## src/rtl/seg7_capture_if.sv

```systemverilog
// Bundle of the 7-segment capture signals.
//   seg_in       segment lines a..g (bit6=a), active-high
//   en_n_in      active-low digit enables, bit i = slot i
//   frame_ready  consumer ready for a frame
//   frame_valid  frame present on frame_digits/frame_err
//   frame_digits slot i nibble at [4i+3:4i]
//   frame_err    per-slot non-decodable flag
//   overrun      sticky dropped-frame flag
// master = display/consumer side, slave = capture block.
interface seg7_capture_if #(parameter int NDIG = 4);
  logic [6:0]        seg_in;
  logic [NDIG-1:0]   en_n_in;
  logic              frame_ready;
  logic              frame_valid;
  logic [4*NDIG-1:0] frame_digits;
  logic [NDIG-1:0]   frame_err;
  logic              overrun;

  modport master (output seg_in, en_n_in, frame_ready,
                  input  frame_valid, frame_digits, frame_err, overrun);
  modport slave  (input  seg_in, en_n_in, frame_ready,
                  output frame_valid, frame_digits, frame_err, overrun);
endinterface

```

## src/rtl/seg7_capture.sv

```systemverilog
// seg7_capture: samples multiplexed 7-segment lines, debounces each digit
// pattern, decodes it back to BCD and emits one frame per full digit set.
//   clk    rising-edge clock
//   rst_n  synchronous reset, active-low
//   bus    seg7_capture_if.slave (segments/enables in, frame valid/ready out)
module seg7_capture #(
  parameter int NDIG       = 4,
  parameter int STABLE_CYC = 8
) (
  input  logic           clk,
  input  logic           rst_n,
  seg7_capture_if.slave  bus
);
  localparam int IW = (NDIG > 1) ? $clog2(NDIG) : 1;
  localparam int CW = $clog2(STABLE_CYC + 1);
  localparam logic [CW-1:0] CMAX = CW'(STABLE_CYC);

  // two-flop input synchronizer
  logic [6:0]      seg_s1, seg_s2;
  logic [NDIG-1:0] en_s1, en_s2;

  // debounce state
  logic [IW-1:0]   prev_idx;
  logic [6:0]      prev_seg;
  logic [CW-1:0]   cnt;

  // frame under assembly
  logic [NDIG-1:0][3:0] dig_buf;
  logic [NDIG-1:0]      err_buf, seen;

  // output registers
  logic                 fv, ovr;
  logic [NDIG-1:0][3:0] fd;
  logic [NDIG-1:0]      fe;

  logic                 samp_ok, same, acc, complete, out_free, dec_err;
  logic [IW-1:0]        idx;
  logic [CW-1:0]        cnt_nxt;
  logic [3:0]           dec_code;
  logic [NDIG-1:0][3:0] dig_nxt;
  logic [NDIG-1:0]      err_nxt, seen_nxt;

  always_comb begin
    samp_ok = $onehot(~en_s2);
    idx     = '0;
    for (int i = 0; i < NDIG; i++)
      if (!en_s2[i]) idx = IW'(i);

    // cnt==0 means the previous sample was idle/illegal, so treat as new
    same = samp_ok && (cnt != '0) && (idx == prev_idx) && (seg_s2 == prev_seg);
    if (!samp_ok)   cnt_nxt = '0;
    else if (same)  cnt_nxt = (cnt == CMAX) ? CMAX : cnt + 1'b1;
    else            cnt_nxt = CW'(1);

    // saturation at CMAX keeps a held pattern from being accepted twice
    acc = samp_ok && (cnt_nxt == CMAX) && (cnt != CMAX);

    dec_err = 1'b0;
    case (seg_s2)
      7'h7E:   dec_code = 4'd0;
      7'h30:   dec_code = 4'd1;
      7'h6D:   dec_code = 4'd2;
      7'h79:   dec_code = 4'd3;
      7'h33:   dec_code = 4'd4;
      7'h5B:   dec_code = 4'd5;
      7'h5F:   dec_code = 4'd6;
      7'h70:   dec_code = 4'd7;
      7'h7F:   dec_code = 4'd8;
      7'h7B:   dec_code = 4'd9;
      7'h00:   dec_code = 4'hE;
      default: begin dec_code = 4'hF; dec_err = 1'b1; end
    endcase

    dig_nxt  = dig_buf;
    err_nxt  = err_buf;
    seen_nxt = seen;
    if (acc) begin
      dig_nxt[idx]  = dec_code;
      err_nxt[idx]  = dec_err;
      seen_nxt[idx] = 1'b1;
    end
    complete = acc && (&seen_nxt);
    out_free = !fv || bus.frame_ready;
  end

  always_ff @(posedge clk) begin
    if (!rst_n) begin
      seg_s1   <= '0;
      seg_s2   <= '0;
      en_s1    <= '1;
      en_s2    <= '1;
      prev_idx <= '0;
      prev_seg <= '0;
      cnt      <= '0;
      dig_buf  <= '0;
      err_buf  <= '0;
      seen     <= '0;
      fv       <= 1'b0;
      fd       <= '0;
      fe       <= '0;
      ovr      <= 1'b0;
    end else begin
      seg_s1 <= bus.seg_in;
      seg_s2 <= seg_s1;
      en_s1  <= bus.en_n_in;
      en_s2  <= en_s1;
      cnt    <= cnt_nxt;
      if (samp_ok) begin
        prev_idx <= idx;
        prev_seg <= seg_s2;
      end
      dig_buf <= dig_nxt;
      err_buf <= err_nxt;
      if (complete) begin
        seen <= '0;
        // a frame that finds the output occupied is dropped, not queued
        if (out_free) begin
          fv <= 1'b1;
          fd <= dig_nxt;
          fe <= err_nxt;
        end else begin
          ovr <= 1'b1;
        end
      end else begin
        seen <= seen_nxt;
        if (fv && bus.frame_ready) fv <= 1'b0;
      end
    end
  end

  assign bus.frame_valid  = fv;
  assign bus.frame_digits = fd;
  assign bus.frame_err    = fe;
  assign bus.overrun      = ovr;
endmodule

```

## src/flat_wrapper.sv

```systemverilog
// flat-port wrapper written by rule: the top's interface ports become plain ports
module seg7_capture_flat 
#(
  parameter int NDIG       = 4,
  parameter int STABLE_CYC = 8
)
  (clk, rst_n, bus_seg_in, bus_en_n_in, bus_frame_ready, bus_frame_valid, bus_frame_digits, bus_frame_err, bus_overrun);
  seg7_capture_if #(.NDIG(NDIG)) bus_i ();
  input  logic clk;
  input  logic rst_n;
  input wire logic [$bits(bus_i.seg_in)-1:0] bus_seg_in;
  input wire logic [$bits(bus_i.en_n_in)-1:0] bus_en_n_in;
  input wire logic [$bits(bus_i.frame_ready)-1:0] bus_frame_ready;
  output wire logic [$bits(bus_i.frame_valid)-1:0] bus_frame_valid;
  output wire logic [$bits(bus_i.frame_digits)-1:0] bus_frame_digits;
  output wire logic [$bits(bus_i.frame_err)-1:0] bus_frame_err;
  output wire logic [$bits(bus_i.overrun)-1:0] bus_overrun;
  assign bus_i.seg_in = bus_seg_in;
  assign bus_i.en_n_in = bus_en_n_in;
  assign bus_i.frame_ready = bus_frame_ready;
  assign bus_frame_valid = bus_i.frame_valid;
  assign bus_frame_digits = bus_i.frame_digits;
  assign bus_frame_err = bus_i.frame_err;
  assign bus_overrun = bus_i.overrun;
  seg7_capture #(.NDIG(NDIG), .STABLE_CYC(STABLE_CYC)) u_core (.clk(clk), .rst_n(rst_n), .bus(bus_i));
endmodule
```

## config.mk

```make
export PLATFORM = sky130hd
export DESIGN_NAME = seg7_capture_flat
export DESIGN_NICKNAME = d
export VERILOG_FILES = /design/src/rtl/seg7_capture_if.sv /design/src/rtl/seg7_capture.sv /design/src/flat_wrapper.sv
export SDC_FILE = /design/constraint.sdc
export NUM_CORES = 1
export LEC_CHECK = 0
export BUFFER_PORTS_ARGS = -buffer_cell sky130_fd_sc_hd__buf_2
export CAP_MARGIN = 20
export CORE_MARGIN = 2
export CORE_UTILIZATION = 52
export CTS_CLUSTER_SIZE = 28
export DETAILED_ROUTE_END_ITERATION = 8
export PLACE_DENSITY = 0.77
export SKIP_CTS_REPAIR_TIMING = 1
export SKIP_LAST_GASP = 1
export SYNTH_ARGS = -nofsm -noshare
export SYNTH_HDL_FRONTEND = slang
export SYNTH_SLANG_ARGS = --single-unit
```

## constraint.sdc

```tcl
create_clock -name clk -period 3.6 [get_ports clk]
set_clock_uncertainty 0.15 [all_clocks]
set_input_delay 0.72 -clock clk [delete_from_list [all_inputs] [get_ports clk]]
set_output_delay 0.72 -clock clk [all_outputs]
set_load 0.005 [all_outputs]
```

---- Word-level counts from Yosys, hierarchy flattened ----
Cells that the tools add are included.
storage, ports and cells
  register bits ........................... 81
  output and inout port bits .............. 22
  word-level logic and storage cells ...... 86
cells by class
  add/sub/neg operators ................... 4
  order comparisons ....................... 2
  eq/ne operators ......................... 17
  mux-type cells .......................... 20
  bitwise operators ....................... 4
  reduce and logical (&&, ||, !) cells .... 19
operator list
  cell                   number
  $eq A7 B7 Y1 const B   8
  $pmux W4 S11           1
  $mux W4                6
  $bwmux W16             1
  $mux W16               1
  $eq A7 B6 Y1 const B   2
  $reduce_or A11 Y1      1
  $demux W4 S2           1
  $eq A4 B4 Y1 const B   2
  $logic_and A1 B1 Y1    8
  $eq A7 B7 Y1           1
  $logic_not A7 Y1       1
  $mux W1                6
  $reduce_and A2 Y1      3
  $add A1 B1 Y2          2
  $add A4 B1 Y4 const B  1
  $bwmux W4              1
  $mux W2                2
  $ne A4 B4 Y1 const B   1
  $not A4 Y4             1
  $or A4 B4 Y4           1
  $reduce_and A4 Y1      1
  $reduce_bool A4 Y1     1
  $add A3 B3 Y3          1
  11 further kinds       12

---- Logic depth before layout (Yosys ltp) ----
  word-level depth ........................ 17
  gate-level depth with buffers ........... 12
  gate-level depth less buffers ........... 10

---- Worst setup path before layout ----
OpenSTA, ideal clock, no wires.
  path type ............................... reg-to-reg
  from .................................... register u_core.en_s2[3]
  to ...................................... register u_core.fd, in the netlist u_core.bus.frame_digits[0]
  setup time .............................. 0.117 ns
  data arrival time ....................... 3.163 ns
  required time ........................... 3.333 ns
  setup slack ............................. 0.171 ns
  stages on the path, launching flop included .. 12
  buffers on the path ..................... 1
  period minus slack after synthesis ...... 3.429 ns
  cells stage by stage .................... dfxtp_1 -> inv_1 -> ha_1 -> ha_1 -> fa_1 -> nor3b_1 -> o211ai_1 -> a2111o_1 -> buf_4 -> nor3_4 -> mux2_2 -> a22o_1
between the ends
  cells in the longest elaborated chain, start to end .. 16
ends and longest elaborated chain
  item                                 line                 source
  start: declaration                   seg7_capture.sv:20   logic [NDIG-1:0] en_s1, en_s2;
  start signal: assignment             seg7_capture.sv:106  en_s2 <= en_s1;
  $not A4 Y4                           seg7_capture.sv:44   samp_ok = $onehot(~en_s2);
  $add A1 B1 Y2 (implied by the code)  seg7_capture.sv:44
  $add A3 B3 Y3 (implied by the code)  seg7_capture.sv:44
  $eq A3 B1 Y1                         seg7_capture.sv:44
  $logic_and A1 B1 Y1 (3 in a row)     seg7_capture.sv:50   same = samp_ok && (cnt != '0) && (idx == prev_idx) && (seg_s2 == prev_seg);
  $mux W4                              seg7_capture.sv:52   else if (same) cnt_nxt = (cnt == CMAX) ? CMAX : cnt + 1'b1;
  $mux W4                              seg7_capture.sv:51   if (!samp_ok) cnt_nxt = '0;
  $eq A4 B4 Y1                         seg7_capture.sv:56   acc = samp_ok && (cnt_nxt == CMAX) && (cnt != CMAX);
  $logic_and A1 B1 Y1 (2 in a row)     seg7_capture.sv:56
  $mux W4                              seg7_capture.sv:77   if (acc) begin
  $reduce_and A4 Y1                    seg7_capture.sv:82   complete = acc && (&seen_nxt);
  $logic_and A1 B1 Y1                  seg7_capture.sv:82
  $reduce_and A2 Y1 (no source line)   n/a
  end signal: assignment               seg7_capture.sv:119  fd <= dig_nxt;
  end: declaration                     seg7_capture.sv:33   logic [NDIG-1:0][3:0] fd;
Several ways; a longest one is shown, not always the timed one.
A chain may end at the register's enable or synchronous reset.

---- Final worst setup path ----
Ends and elaborated chain as after synthesis.

==> impl_metrics.tcl <==
set metrics [dict create \
    setup.worst_path.end_class "flop" \
    cap_violations 0 \
    synthSimpleGateAreaFrac 0.230 \
    clock_latency_ps 350 \
    synth_ff_type "dfxtp_1" \
    path_class "flop to flop" \
    worstSetupStartpointType "flop" \
    synth_top_family_by_area "simple AND/OR/NAND/NOR gates" \
    p_leak_nw 1.54 \
    critical_path.slowest_cell "a2111o_2" \
    setup_viol 0 \
    area_growth_pct 15.6 \
    start_util 0.534 \
    post_drt_wl_per_cell_um 14.6 \
    drt_wl_total_mm 6.90 \
    yosysWarnings 0 \
    core-area_um2 6310 \
    synth.top_cells.by_area "dfxtp_1 48%, o2bb2ai_1 4.4%, nor2_1 4.3%" \
    crit_fanout 5 \
    fp.dieArea_um2 7140 \
    power_w 0.00173 \
    dp_hpwl_mm 4.74 \
    crit_cells 10 \
    powerDensity_nw_per_um2 443 \
    ios 36 \
    overflow 0 \
    critical_path.startpoint "u_core.en_s2[3]" \
    period_minus_slack_ps 3410 \
    tightestPinTransition_ps 606 \
    finalMaxSlewViolations 0 \
    postLayoutSetupSlackWorst_ps 187 \
    hp-class "flop to flop" \
    dp_slack_ps 134 \
    synth_xor_area_frac 0.0260 \
    synthAdderAreaFrac 0.0282 \
    synth_compound_area_frac 0.145 \
    rows 29 \
    timing_hold_violations_final 0 \
    cp_slowest_stage_delay_ps 600 \
    holdPathStages 1 \
    layout-drive-gt1-share 0.209 \
    synth-seq-cells 81 \
    portBuffers 35 \
    async_flop_share 0 \
    yosysSeqAreaShare 0.481 \
    synth-edff-count 0 \
    die_w_um 84.5 \
    drc 0 \
    layout.nets 413 \
    firstDrtPassIters 4 \
    mappedNetlistArea_um2 3370 \
    antenna_found_initial 0 \
    post_dp_cell_area_um2 3660 \
    synth_cell_type_count 52 \
    setup_tns_ps 0 \
    die_h_um 84.5 \
    postRouteAntennaNets 0 \
    timing.critical_path.buf_inv 1 \
    synth_top_area_frac 0.481 \
    grt_max_degree 29 \
    gp_congestion 0.780 \
    syn_avg_cell_area_um2 9.61 \
    crit_required_ps 3700 \
    muxShareOfSynthArea 0.0482 \
    htree_num_levels 3 \
    rsz0062_at_grt "true" \
    crit_family "compound AO/OA/AOI/OAI gates" \
    cts.path.max_buffers 2 \
    hold_start "u_core.en_s1[3]" \
    synthCells 351 \
    yosys.area.top_type "dfxtp_1" \
    cts.sinks 81 \
    slew_headroom 0.590 \
    crit_chain "inv_1 > ha_1 > ha_1 > fa_1 > nor3b_2 > o211ai_1 > a2111o_2 > nor3_4 > mux2_2 > a22o_1" \
    cts_made_buffers 9 \
    r2r_setup_slack_ps 190 \
    grt_pass1_wl_mm 11.6 \
    syn_nets 372 \
    ir_worst_vdd_mv 0.325 \
    fin_cells 474 \
    holdPathEnd "u_core.en_s2[3]" \
    design_area_um2 3900 \
    fin_crit_sh 0.948 \
    reg2reg_to "u_core.bus.frame_digits[0]" \
    diodes 0 \
    vias 2603 \
    rr_worst_depth 10 \
    r2r-start "u_core.en_s2[3]" \
    viasPerCell 5.49 \
    tritoncts "built" \
    status "completed" \
    drt_iter0_markers 236 \
    path_clk_slew_ps 80 \
    crit_top_cell "ha_1" \
    clockRootBuffer "clkbuf_8" \
    dp_cells 457 \
    fmax_mhz 293 \
    gr-usage-all-layers 0.202 \
    grt_pass1_vias 2534 \
    crit_arrival_ps 3520 \
]
-- registers in the layout (all words and copies together) (netlist names), 7 cells and up --
signal,flops
u_core.seg_s1,7
u_core.seg_s2,7
u_core.bus.frame_digits,16
u_core.prev_seg,7
u_core.dig_buf,16
-- power breakdown --
part           switching (W)  internal [W]  leakage [nW]
registers          0.0000158      0.000913         0.658
logic              0.0000754     0.0000487         0.778
clock network       0.000345      0.000327         0.101
-- kinds of logic after synthesis --
family                     after synthesis
AOI/OAI and AO/OA                       68
xor gates and xnor gates                10
adders and majority gates                7
buffers and inverters                   34
DFF                                     81
muxes                                   16
and+or+nand+nor                        135
-- worst register-to-register path: cells and delay by family, from the launching register on --
kind            cells  cell delay (ps)
flops               1              370
mux                 1              370
buf+inv             1               90
fa+ha+maj           3              930
compound gates      3              970
simple gates        2              430
-- layer usage --
layer / GRT usage / wire length, um / vias up
li1: - / - / 1315
met1: 0.256 / 3100 / 1208
met2: 0.330 / 3290 / 67
met3: 0.0551 / 379 / 13
met4: 0.0794 / 136 / 0
met5: 0 / 0 / -
-- per-stage QoR --
| step | hold WS (ps) | util |
|---|---|---|
| after global placement | 243 | 0.579 |
| after CTS | 268 | 0.611 |
| after global routing | 301 | 0.618 |
| after floorplan | 236 | - |
| after detailed placement | 248 | 0.579 |
| final | 265 | 0.618 |
-- cell usage in the layout, fill, tap and decap left out, types with 3 or more instances in the layout --
cell	instances
o21ai_0	10
buf_4	14
buf_2	35
nand3_1	4
inv_1	14
inv_6	3
mux2i_1	10
a2111o_1	3
nand4_1	5
nand2b_1	11
nor2_1	39
o2bb2ai_1	17
a21oi_1	17
xnor2_1	7
nand3b_1	3
o211ai_1	4
o2111ai_1	5
and2_1	17
clkbuf_8	9
and3_1	4
mux2i_2	4
dfxtp_1	81
ha_1	6
nand2_1	25
xor2_1	3
a31oi_1	3
or3_1	3
-- synth_stat cells, drive strengths merged (2+ instances only) --
master and instances:
dfxtp 81, nor2 40, nand2 25, o2bb2ai 18, a21oi 17, and2 17, clkbuf 14, inv 14
mux2i 14, nand2b 11, o21ai 10, xnor2 7, buf 6, ha 6, nand3 5, nand4 5
o2111ai 5, a31oi 4, and3 4, nor3 4, o211ai 4, a2111o 3, nand3b 3, nor4 3
nor4b 3, or3 3, xor2 3, a211oi 2, a22o 2, and3b 2, mux2 2, nor2b 2
nor3b 2
-- how the worst max path moves through the flow --
stage | to | slack, ps
after floorplan | u_core.bus.frame_digits[0] | 170
after global placement | u_core.bus.frame_digits[13] | 210
after detailed placement | u_core.bus.frame_digits[7] | 130
after CTS | u_core.bus.frame_digits[7] | 120
after global routing | u_core.bus.frame_digits[0] | -20
final | u_core.bus.frame_digits[0] | 190
-- layout make-up --
type                       instances  area [um2]
multi-input combinational        237        1650
clock inverter                     7        77.6
timing repair buffer              49         280
clock buffer                       9         124
fill                             522        2410
tap                               77        96.3
inverter                          14        52.6
sequential                        81        1620
Note: power is estimated with default switching activity, not from simulation.
